$ cat config.mk
export PLATFORM = sky130hd
export DESIGN_NAME = alu_control_seq
export DESIGN_NICKNAME = d
export VERILOG_FILES = /design/src/rtl/alu_control_seq.sv
export SDC_FILE = /design/constraint.sdc
export NUM_CORES = 1
export LEC_CHECK = 0
export BUFFER_PORTS_ARGS = -buffer_cell sky130_fd_sc_hd__buf_2
export CAP_MARGIN = 20
export CORE_MARGIN = 2
export CORE_UTILIZATION = 40
export DETAILED_ROUTE_END_ITERATION = 12
export GPL_ROUTABILITY_DRIVEN = 0
export PLACE_DENSITY = 0.62
export SLEW_MARGIN = 30
export SYNTH_ARGS = -nofsm -noshare
export SYNTH_HDL_FRONTEND = slang
export SYNTH_SLANG_ARGS = --single-unit
export TNS_END_PERCENT = 50
$ cat constraint.sdc
create_clock -name clk -period 5.5 [get_ports clk]
set_clock_uncertainty 0.1 [all_clocks]
set_input_delay 1.1 -clock clk [delete_from_list [all_inputs] [get_ports clk]]
set_output_delay 1.1 -clock clk [all_outputs]
set_load 0.01 [all_outputs]
$ cat src/rtl/alu_control_seq.sv
// alu_control_seq: registered ALU control decoder with an iterative multiply/divide
// engine (shift-add / restoring divide) feeding the HI/LO registers.
module alu_control_seq #(
   parameter int WIDTH = 32,
   parameter int CNT_W = $clog2(WIDTH) + 1
) (
   input  logic             clk,
   input  logic             reset_n,
   input  logic             Start,
   input  logic [5:0]       Opcode,
   input  logic [5:0]       Funccode,
   input  logic [WIDTH-1:0] OpA,
   input  logic [WIDTH-1:0] OpB,
   output logic [3:0]       AluControl,
   output logic             AluSrc2Sel,
   output logic             Illegal,
   output logic             Busy,
   output logic             Done,
   output logic             DivZero,
   output logic [WIDTH-1:0] Hi,
   output logic [WIDTH-1:0] Lo
);
   typedef enum logic [1:0] {IDLE, RUN, FINISH} state_t;
   state_t state_q, state_d;
   logic [3:0] ctl_q, ctl_d, dec;
   logic src2_q, src2_d, ill_q, ill_d, busy_q, busy_d, done_q, done_d, dz_q, dz_d;
   logic is_div_q, is_div_d, qneg_q, qneg_d, rneg_q, rneg_d;
   logic [CNT_W-1:0] cnt_q, cnt_d;
   logic [2*WIDTH:0] acc_q, acc_d, step;
   logic [WIDTH-1:0] b_q, b_d, hi_q, hi_d, lo_q, lo_d, mag_a, mag_b;
   logic [WIDTH:0] sum, sh;
   logic [2*WIDTH-1:0] prod;
   logic muldiv, sgn, a_neg, b_neg, accept;

   always_comb begin
      dec = 4'b1111;
      case (Opcode)
         6'b000000:
            case (Funccode)
               6'b000000, 6'b000100: dec = 4'b0011;
               6'b000010, 6'b000110: dec = 4'b1100;
               6'b000011, 6'b000111: dec = 4'b0101;
               6'b001000, 6'b001001, 6'b010001, 6'b010011, 6'b100001: dec = 4'b0010;
               6'b011000: dec = 4'b1010;
               6'b011001: dec = 4'b1011;
               6'b011010: dec = 4'b1000;
               6'b011011: dec = 4'b1001;
               6'b100011: dec = 4'b0110;
               6'b100100: dec = 4'b0000;
               6'b100101: dec = 4'b0001;
               6'b100110: dec = 4'b1101;
               6'b101010: dec = 4'b0111;
               6'b101011: dec = 4'b0100;
               default:   dec = 4'b1111;
            endcase
         6'b000001, 6'b000100, 6'b000101, 6'b000110, 6'b000111: dec = 4'b0110;
         6'b001001: dec = 4'b0010;
         6'b001010: dec = 4'b0111;
         6'b001011: dec = 4'b0100;
         6'b001100: dec = 4'b0000;
         6'b001101: dec = 4'b0001;
         6'b001110: dec = 4'b1101;
         6'b001111: dec = 4'b1110;
         6'b100000, 6'b100001, 6'b100010, 6'b100011, 6'b100100, 6'b100101, 6'b100110,
         6'b101000, 6'b101001, 6'b101010, 6'b101011, 6'b101110: dec = 4'b0010;
         default: dec = 4'b1111;
      endcase
   end

   // Codes 10xx are the mul/div ops: bit1 clear = divide, bit0 clear = signed.
   assign muldiv = dec[3] && !dec[2];
   assign sgn    = !dec[0];
   assign accept = state_q == IDLE && Start;
   assign a_neg  = sgn && OpA[WIDTH-1];
   assign b_neg  = sgn && OpB[WIDTH-1];
   assign mag_a  = a_neg ? -OpA : OpA;
   assign mag_b  = b_neg ? -OpB : OpB;

   // acc holds {partial product, multiplier} or {remainder, dividend/quotient}.
   assign sum  = acc_q[2*WIDTH:WIDTH] + (acc_q[0] ? {1'b0, b_q} : '0);
   assign sh   = {acc_q[2*WIDTH-1:WIDTH], acc_q[WIDTH-1]};
   assign step = is_div_q ? (sh >= {1'b0, b_q} ? {sh - {1'b0, b_q}, acc_q[WIDTH-2:0], 1'b1}
                                               : {sh, acc_q[WIDTH-2:0], 1'b0})
                          : {1'b0, sum, acc_q[WIDTH-1:1]};
   assign prod = qneg_q ? -step[2*WIDTH-1:0] : step[2*WIDTH-1:0];

   always_comb begin
      state_d  = state_q;
      ctl_d    = ctl_q;
      src2_d   = src2_q;
      ill_d    = ill_q;
      busy_d   = busy_q;
      done_d   = 1'b0;
      dz_d     = dz_q;
      is_div_d = is_div_q;
      qneg_d   = qneg_q;
      rneg_d   = rneg_q;
      cnt_d    = cnt_q;
      acc_d    = acc_q;
      b_d      = b_q;
      hi_d     = hi_q;
      lo_d     = lo_q;
      if (accept) begin
         ctl_d  = dec;
         src2_d = Opcode[5:3] == 3'b001 || Opcode[5] || (Opcode == 6'd0 && Funccode[5:2] == 4'd0);
         ill_d  = dec == 4'b1111;
         dz_d   = 1'b0;
         if (!muldiv) begin
            done_d = 1'b1;
         end else if (!dec[1] && OpB == '0) begin
            state_d = FINISH;
            done_d  = 1'b1;
            dz_d    = 1'b1;
            hi_d    = OpA;
            lo_d    = '1;
         end else begin
            state_d  = RUN;
            busy_d   = 1'b1;
            cnt_d    = CNT_W'(WIDTH);
            is_div_d = !dec[1];
            qneg_d   = a_neg ^ b_neg;
            rneg_d   = a_neg;
            b_d      = dec[1] ? mag_a : mag_b;
            acc_d    = {{(WIDTH+1){1'b0}}, dec[1] ? mag_b : mag_a};
         end
      end else if (state_q == RUN) begin
         acc_d = step;
         cnt_d = cnt_q - 1'b1;
         if (cnt_q == CNT_W'(1)) begin
            state_d = FINISH;
            busy_d  = 1'b0;
            done_d  = 1'b1;
            hi_d    = is_div_q ? (rneg_q ? -step[2*WIDTH-1:WIDTH] : step[2*WIDTH-1:WIDTH])
                               : prod[2*WIDTH-1:WIDTH];
            lo_d    = is_div_q ? (qneg_q ? -step[WIDTH-1:0] : step[WIDTH-1:0])
                               : prod[WIDTH-1:0];
         end
      end else if (state_q == FINISH) begin
         state_d = IDLE;
      end
   end

   always_ff @(posedge clk or negedge reset_n) begin
      if (!reset_n) begin
         state_q  <= IDLE;
         ctl_q    <= 4'b1111;
         src2_q   <= 1'b0;
         ill_q    <= 1'b0;
         busy_q   <= 1'b0;
         done_q   <= 1'b0;
         dz_q     <= 1'b0;
         is_div_q <= 1'b0;
         qneg_q   <= 1'b0;
         rneg_q   <= 1'b0;
         cnt_q    <= '0;
         acc_q    <= '0;
         b_q      <= '0;
         hi_q     <= '0;
         lo_q     <= '0;
      end else begin
         state_q  <= state_d;
         ctl_q    <= ctl_d;
         src2_q   <= src2_d;
         ill_q    <= ill_d;
         busy_q   <= busy_d;
         done_q   <= done_d;
         dz_q     <= dz_d;
         is_div_q <= is_div_d;
         qneg_q   <= qneg_d;
         rneg_q   <= rneg_d;
         cnt_q    <= cnt_d;
         acc_q    <= acc_d;
         b_q      <= b_d;
         hi_q     <= hi_d;
         lo_q     <= lo_d;
      end
   end

   assign AluControl = ctl_q;
   assign AluSrc2Sel = src2_q;
   assign Illegal    = ill_q;
   assign Busy       = busy_q;
   assign Done       = done_q;
   assign DivZero    = dz_q;
   assign Hi         = hi_q;
   assign Lo         = lo_q;
endmodule

======== After elaboration in Yosys (flattened, before gate mapping) ========
Memory sizes are Yosys's and may differ from the RTL's.
Index checks and enable logic that the tools add are counted.
operators by class
  multiplexer cells ....................... 48
  bitwise gates (word level) .............. 2
  $lt $le $gt $ge ......................... 1
  $add $sub $neg .......................... 8
  reduce and logical (&&, ||, !) cells .... 25
  eq/ne operators ......................... 33
operators with widths
  kind                   number
  $mux W32               19
  $mux W65               6
  $neg A32 Y32           4
  $eq A6 B6 Y1 const B   12
  $mux W64               1
  $neg A64 Y64           1
  $eq A6 B4 Y1 const B   7
  $pmux W4 S9            1
  $add A33 B32 Y33       1
  $ge A33 B32 Y1         1
  $sub A33 B32 Y33       1
  $logic_not A32 Y1      1
  $eq A6 B3 Y1 const B   4
  $mux W6                4
  $reduce_or A13 Y1      1
  $eq A6 B1 Y1 const B   2
  $mux W2                6
  $mux W1                11
  $reduce_and A3 Y1      3
  $reduce_and A4 Y1      2
  $logic_and A1 B1 Y1    6
  $logic_not A6 Y1       1
  $sub A6 B1 Y6 const B  1
  $reduce_or A5 Y1       1
  15 further kinds       20
storage, ports and cells
  logic and storage cells ................. 133
  memories kept ........................... 1
  memory bits (read-only) ................. 256
  register bits after elaboration ......... 181
  bits of input ports ..................... 79
memory list
  name              words  bits a word  read ports  clocked after memory_dff  write ports  RTL line  source
  (name not given)  64     4            1           0                         0            39        case (Funccode)

======== Depth between registers and ports, before layout ========
  word-level depth ........................ 10
  gate-level depth with buffers ........... 24
  gate-level depth less buffers ........... 21

======== Least setup slack after synthesis ========
No wires, ideal clock.
  path type ............................... flip-flop to flip-flop
  start point ............................. register acc_q[34]
  end point ............................... register hi_q[20], in the netlist Hi[20]
  setup time .............................. 0.130 ns
  cell stages (with the launch flop) ...... 22
  data required time ...................... 5.270 ns
  path slack .............................. 0.178 ns
  data arrival time ....................... 5.092 ns
  buffers on the path ..................... 2
  clock period less this slack ............ 5.322 ns
  path through ............................ dfrtp_1 > ha_1 > a21o_1 > a21oi_1 > a211oi_2 > nor3_1 > or3_1 > buf_2 > a31o_2 > clkbuf_1 > ha_1 > o221ai_1 > nor3_1 > o211ai_1 > or3_1 > o31ai_1 > nand2_1 > o41ai_4 > a31oi_1 > o31ai_2 > xnor2_1 > a22oi_2
on the way
  longest elaborated chain between the ends .. 9
RTL lines
  element                                                    RTL line  source
  from (decl)                                                29        logic [2*WIDTH:0] acc_q, acc_d, step;
  from (signal assigned)                                     156       acc_q <= '0;
  from (signal assigned)                                     172       acc_q <= acc_d;
  $sub A33 B32 Y33 / $ge A33 B32 Y1 (equally long branches)  82        assign step = is_div_q ? (sh >= {1'b0, b_q} ? {sh - {1'b0, b_q}, acc_q[WIDTH-2:0], 1'b1}
  $mux W65                                                   82
  $mux W65 (*)                                               82
  $neg A64 Y64 / $neg A32 Y32 (equally long branches)        85, 133
  $mux W64 / $mux W32 (equally long branches)                85, 133
  $mux W32 (*)                                               133       hi_d = is_div_q ? (rneg_q ? -step[2*WIDTH-1:WIDTH] : step[2*WIDTH-1:WIDTH])
  $mux W32 (*)                                               129       if (cnt_q == CNT_W'(1)) begin
  $mux W32 (*)                                               126       end else if (state_q == RUN) begin
  $mux W32 (*)                                               103       if (accept) begin
  to (signal assigned)                                       174       hi_q <= hi_d;
  to (decl)                                                  30        logic [WIDTH-1:0] b_q, b_d, hi_q, hi_d, lo_q, lo_d, mag_a, mag_b;
Every way passes the cells marked *; elsewhere a longest branch is shown, timed or not. The select of a mux whose other input is x is not followed.
A chain may end at the register's enable or synchronous reset.

======== Worst setup path in the final report ========
  start point ............................. register acc_q[41]
  end point ............................... register hi_q[12], in the netlist Hi[12]
The elaborated chain is that of the path after synthesis.

==> impl_metrics.csv <==
group,metric,value,unit
synth,synthFlopType,"sky130_fd_sc_hd__dfrtp_1",
die,floorplan.initialDensity,40.4,%
hold_path,min_path_cells,2,
clock_tree,insertion_delay,470,ps
synth,netlist.area_leader.share,26.2,%
critical_path,worst-r2r-cell-count,18,
critical_path,critPathArrivalTime,5550,ps
hold_path,min_path_type,"reg -> reg",
synth,post_synth_inst_count,2188,
timing,finalCriticalPeriod,5280,ps
power_and_ir_drop,power_density,163,nW/um2
clock_tree,max-clock-path-buffers,2,
clock_tree,cts_setup_buffers,0,
clock_tree,cts_hold_repair.buffers,0,
critical_path,startpoint_type,"register",
final_layout,finalInstanceArea,19200,um2
clock_tree,cts.htree.levels,4,
critical_path,crit_path_max_fanout,20,
power_and_ir_drop,worst_ir_drop_vdd,202,uV
timing,final-hold-violation-count,0,
die,num_rows,75,
detailed_routing,detailroute.via_count,17600,
final_layout,num-nets-final,2452,
global_routing,globalRouteOverflowTotal,0,
synth,synth_warnings,0,
timing,fmax,189,MHz
final_layout,fin_cells,2849,
synth,syn_avg_cell_area,7.72,um2
placement,place.detailed.instances,2816,
final_layout,area.growth.synth_to_final,13.6,%
placement,dp_hpwl,48000,um
global_routing,grt_start_max_net_pins,102,
synth,yosys.cell_count.top_type,"sky130_fd_sc_hd__nand2_1",
timing,slew_headroom,41.6,%
timing,setup_viol,0,
power_and_ir_drop,total_leakage_power,8.30,nW
detailed_routing,detailed_router_s_first_iteration_violation_count,1722,
outcome,status,"complete, no violations",
synth,post_synthesis_net_count,2344,
global_routing,antenna_found_initial,3,
die,fp.dieH,210,um
final_layout,layout-drive-gt1-share,14.9,%
detailed_routing,vias_per_cell,6.17,
clock_tree,tritoncts,"done",
timing,slew_viol_final,0,
global_routing,first_global_vias,16700,
synth,synth.cell_area,16900,um2
timing,grt_setup_unrepaired,"false",
timing,tns,0,ps
detailed_routing,route.final.wire_length,63100,um
synth,ys_types,92,
clock_tree,post_cts_resized,0,
detailed_routing,wl_per_cell,22.1,um
synth,netlist_top_cells_area,"sky130_fd_sc_hd__dfrtp_1 26%, sky130_fd_sc_hd__a21oi_1 6.4%, sky130_fd_sc_hd__o21ai_0 6.0%",
flow_run,drv_cap,0,
die,io_pins,152,
clock_tree,clkTransAtPathRegs,70,ps
synth,post-synth-top-area-cell,"sky130_fd_sc_hd__dfrtp_1",
detailed_routing,drt_pre_antenna_iters,6,
placement,dpl-instance-area,18500,um2
clock_tree,clock-sinks,181,
clock_tree,cts_root_buf,"sky130_fd_sc_hd__clkbuf_16",
global_routing,globalRouteTotalUtil,28.4,%
placement,io_buffer_count,151,
die,die_area,43900,um2
synth,synthArstFlopShare,100,%
die,fp.coreArea,41900,um2
timing,max_slew.worst_pin.slew,876,ps
power_and_ir_drop,power.total,3.13,mW
clock_tree,tritoncts.num_buffers,17,
detailed_routing,remaining_drc_errors,0,
synth,synthTopCellsByCount,"244 x sky130_fd_sc_hd__nand2_1, 215 x sky130_fd_sc_hd__a21oi_1, 201 x sky130_fd_sc_hd__o21ai_0",
synth,postSynthRegisterBits,181,
synth,edff_count_synth,0,
timing,fin_crit_share,96.0,%
critical_path,critical_path_required,5770,ps
critical_path,path_class,"reg -> reg",
critical_path,worstSetupEndpointType,"register",
global_routing,wire_length_of_the_first_global_routing_pass,97300,um
detailed_routing,antenna_violating_nets_post_route,0,
die,die_x,210,um
synth,seq_area_frac_synth,26.8,%
==> registers in the layout, indices dropped and copies added (netlist names) <==
register and cells:
rneg_q 1, Done 1, Illegal 1, DivZero 1, qneg_q 1, state_q 2, cnt_q 6, Hi 32
is_div_q 1, Lo 32, acc_q 65, Busy 1, AluSrc2Sel 1, b_q 32, AluControl 4
==> final cells by class <==
cell class	instances	area [um2]
Sequential cell	181	4540
Clock inverter	15	263
Timing Repair Buffer	230	1390
Multi-Input combinational cell	1797	11600
Tap cell	539	674
Clock buffer	17	425
Antenna cell	1	2.50
Inverter	69	259
Fill cell	4159	22700
==> metal layers <==
metal | vias to the layer above | track usage (%) | share of wire, %
met4 | 4 | 11.6 | 4.1
met1 | 8420 | 38.0 | 42
met2 | 882 | 45.6 | 45
met3 | 156 | 4.82 | 8.2
li1 | 8122 | - | -
met5 | - | 0 | 0.036
==> per-stage QoR <==
step                util (%)  hold WS [ps]  worst slack [ps]
floorplan                  -           364               178
global placement        44.0           362               140
detailed placement      44.1           370              79.8
CTS                     45.7           385              44.0
global route            45.8           399             0.454
finish                  45.8           388               219
==> power by group <==
group          switching [mW]  internal, mW
clock network           0.630         0.868
logic                   0.200         0.101
registers             0.00167          1.33
total                   0.831          2.30
==> worst paths after layout <==
path                                            from                   endpoint  slack, ps
max                            acc_q[41]$_DFFE_PN0P_         Hi[12]$_DFFE_PN0P_        220
min                        AluControl[0]$_DFFE_PN1P_  AluControl[0]$_DFFE_PN1P_        390
max reg2reg                    acc_q[41]$_DFFE_PN0P_         Hi[12]$_DFFE_PN0P_        220
min reg2reg                AluControl[0]$_DFFE_PN1P_  AluControl[0]$_DFFE_PN1P_        390
max in group asynchronous                    reset_n       is_div_q$_DFFE_PN0P_       3490
min in group asynchronous                    reset_n         Lo[30]$_DFFE_PN0P_        600
==> critical path: stages (launching register included) <==
cell and delay [ps]:
sky130_fd_sc_hd__dfrtp_1 430, sky130_fd_sc_hd__ha_2 420, sky130_fd_sc_hd__nand2_1 170, sky130_fd_sc_hd__or3_1 380, sky130_fd_sc_hd__or4_1 530, sky130_fd_sc_hd__o41ai_4 430
sky130_fd_sc_hd__a21oi_2 120, sky130_fd_sc_hd__buf_4 270, sky130_fd_sc_hd__a21oi_1 230, sky130_fd_sc_hd__a311o_2 230, sky130_fd_sc_hd__ha_2 290, sky130_fd_sc_hd__and4_1 230
sky130_fd_sc_hd__nand4_2 200, sky130_fd_sc_hd__buf_4 210, sky130_fd_sc_hd__o31ai_1 330, sky130_fd_sc_hd__a21oi_1 170, sky130_fd_sc_hd__xnor2_1 200, sky130_fd_sc_hd__nor2_1 60
sky130_fd_sc_hd__o21ai_0 170
==> layout by cell type, fill, tap and decap left out, types with 73 or more instances in the layout <==
cell and instances:
sky130_fd_sc_hd__a21oi_1 214, sky130_fd_sc_hd__buf_2 150, sky130_fd_sc_hd__buf_4 77, sky130_fd_sc_hd__dfrtp_1 176, sky130_fd_sc_hd__ha_1 73, sky130_fd_sc_hd__mux2i_1 90
sky130_fd_sc_hd__nand2_1 242, sky130_fd_sc_hd__nor2_1 183, sky130_fd_sc_hd__o21ai_0 200, sky130_fd_sc_hd__xnor2_1 98
==> kinds of logic after synthesis <==
logic type | synth area share (%)
compound gates | 26.2
xor+xnor | 8.61
fa+ha+maj | 5.79
buf+inv | 4.96
flops | 26.8
mux | 5.87
simple gates | 21.7
No activity file was read; power rests on OpenSTA's default activity.
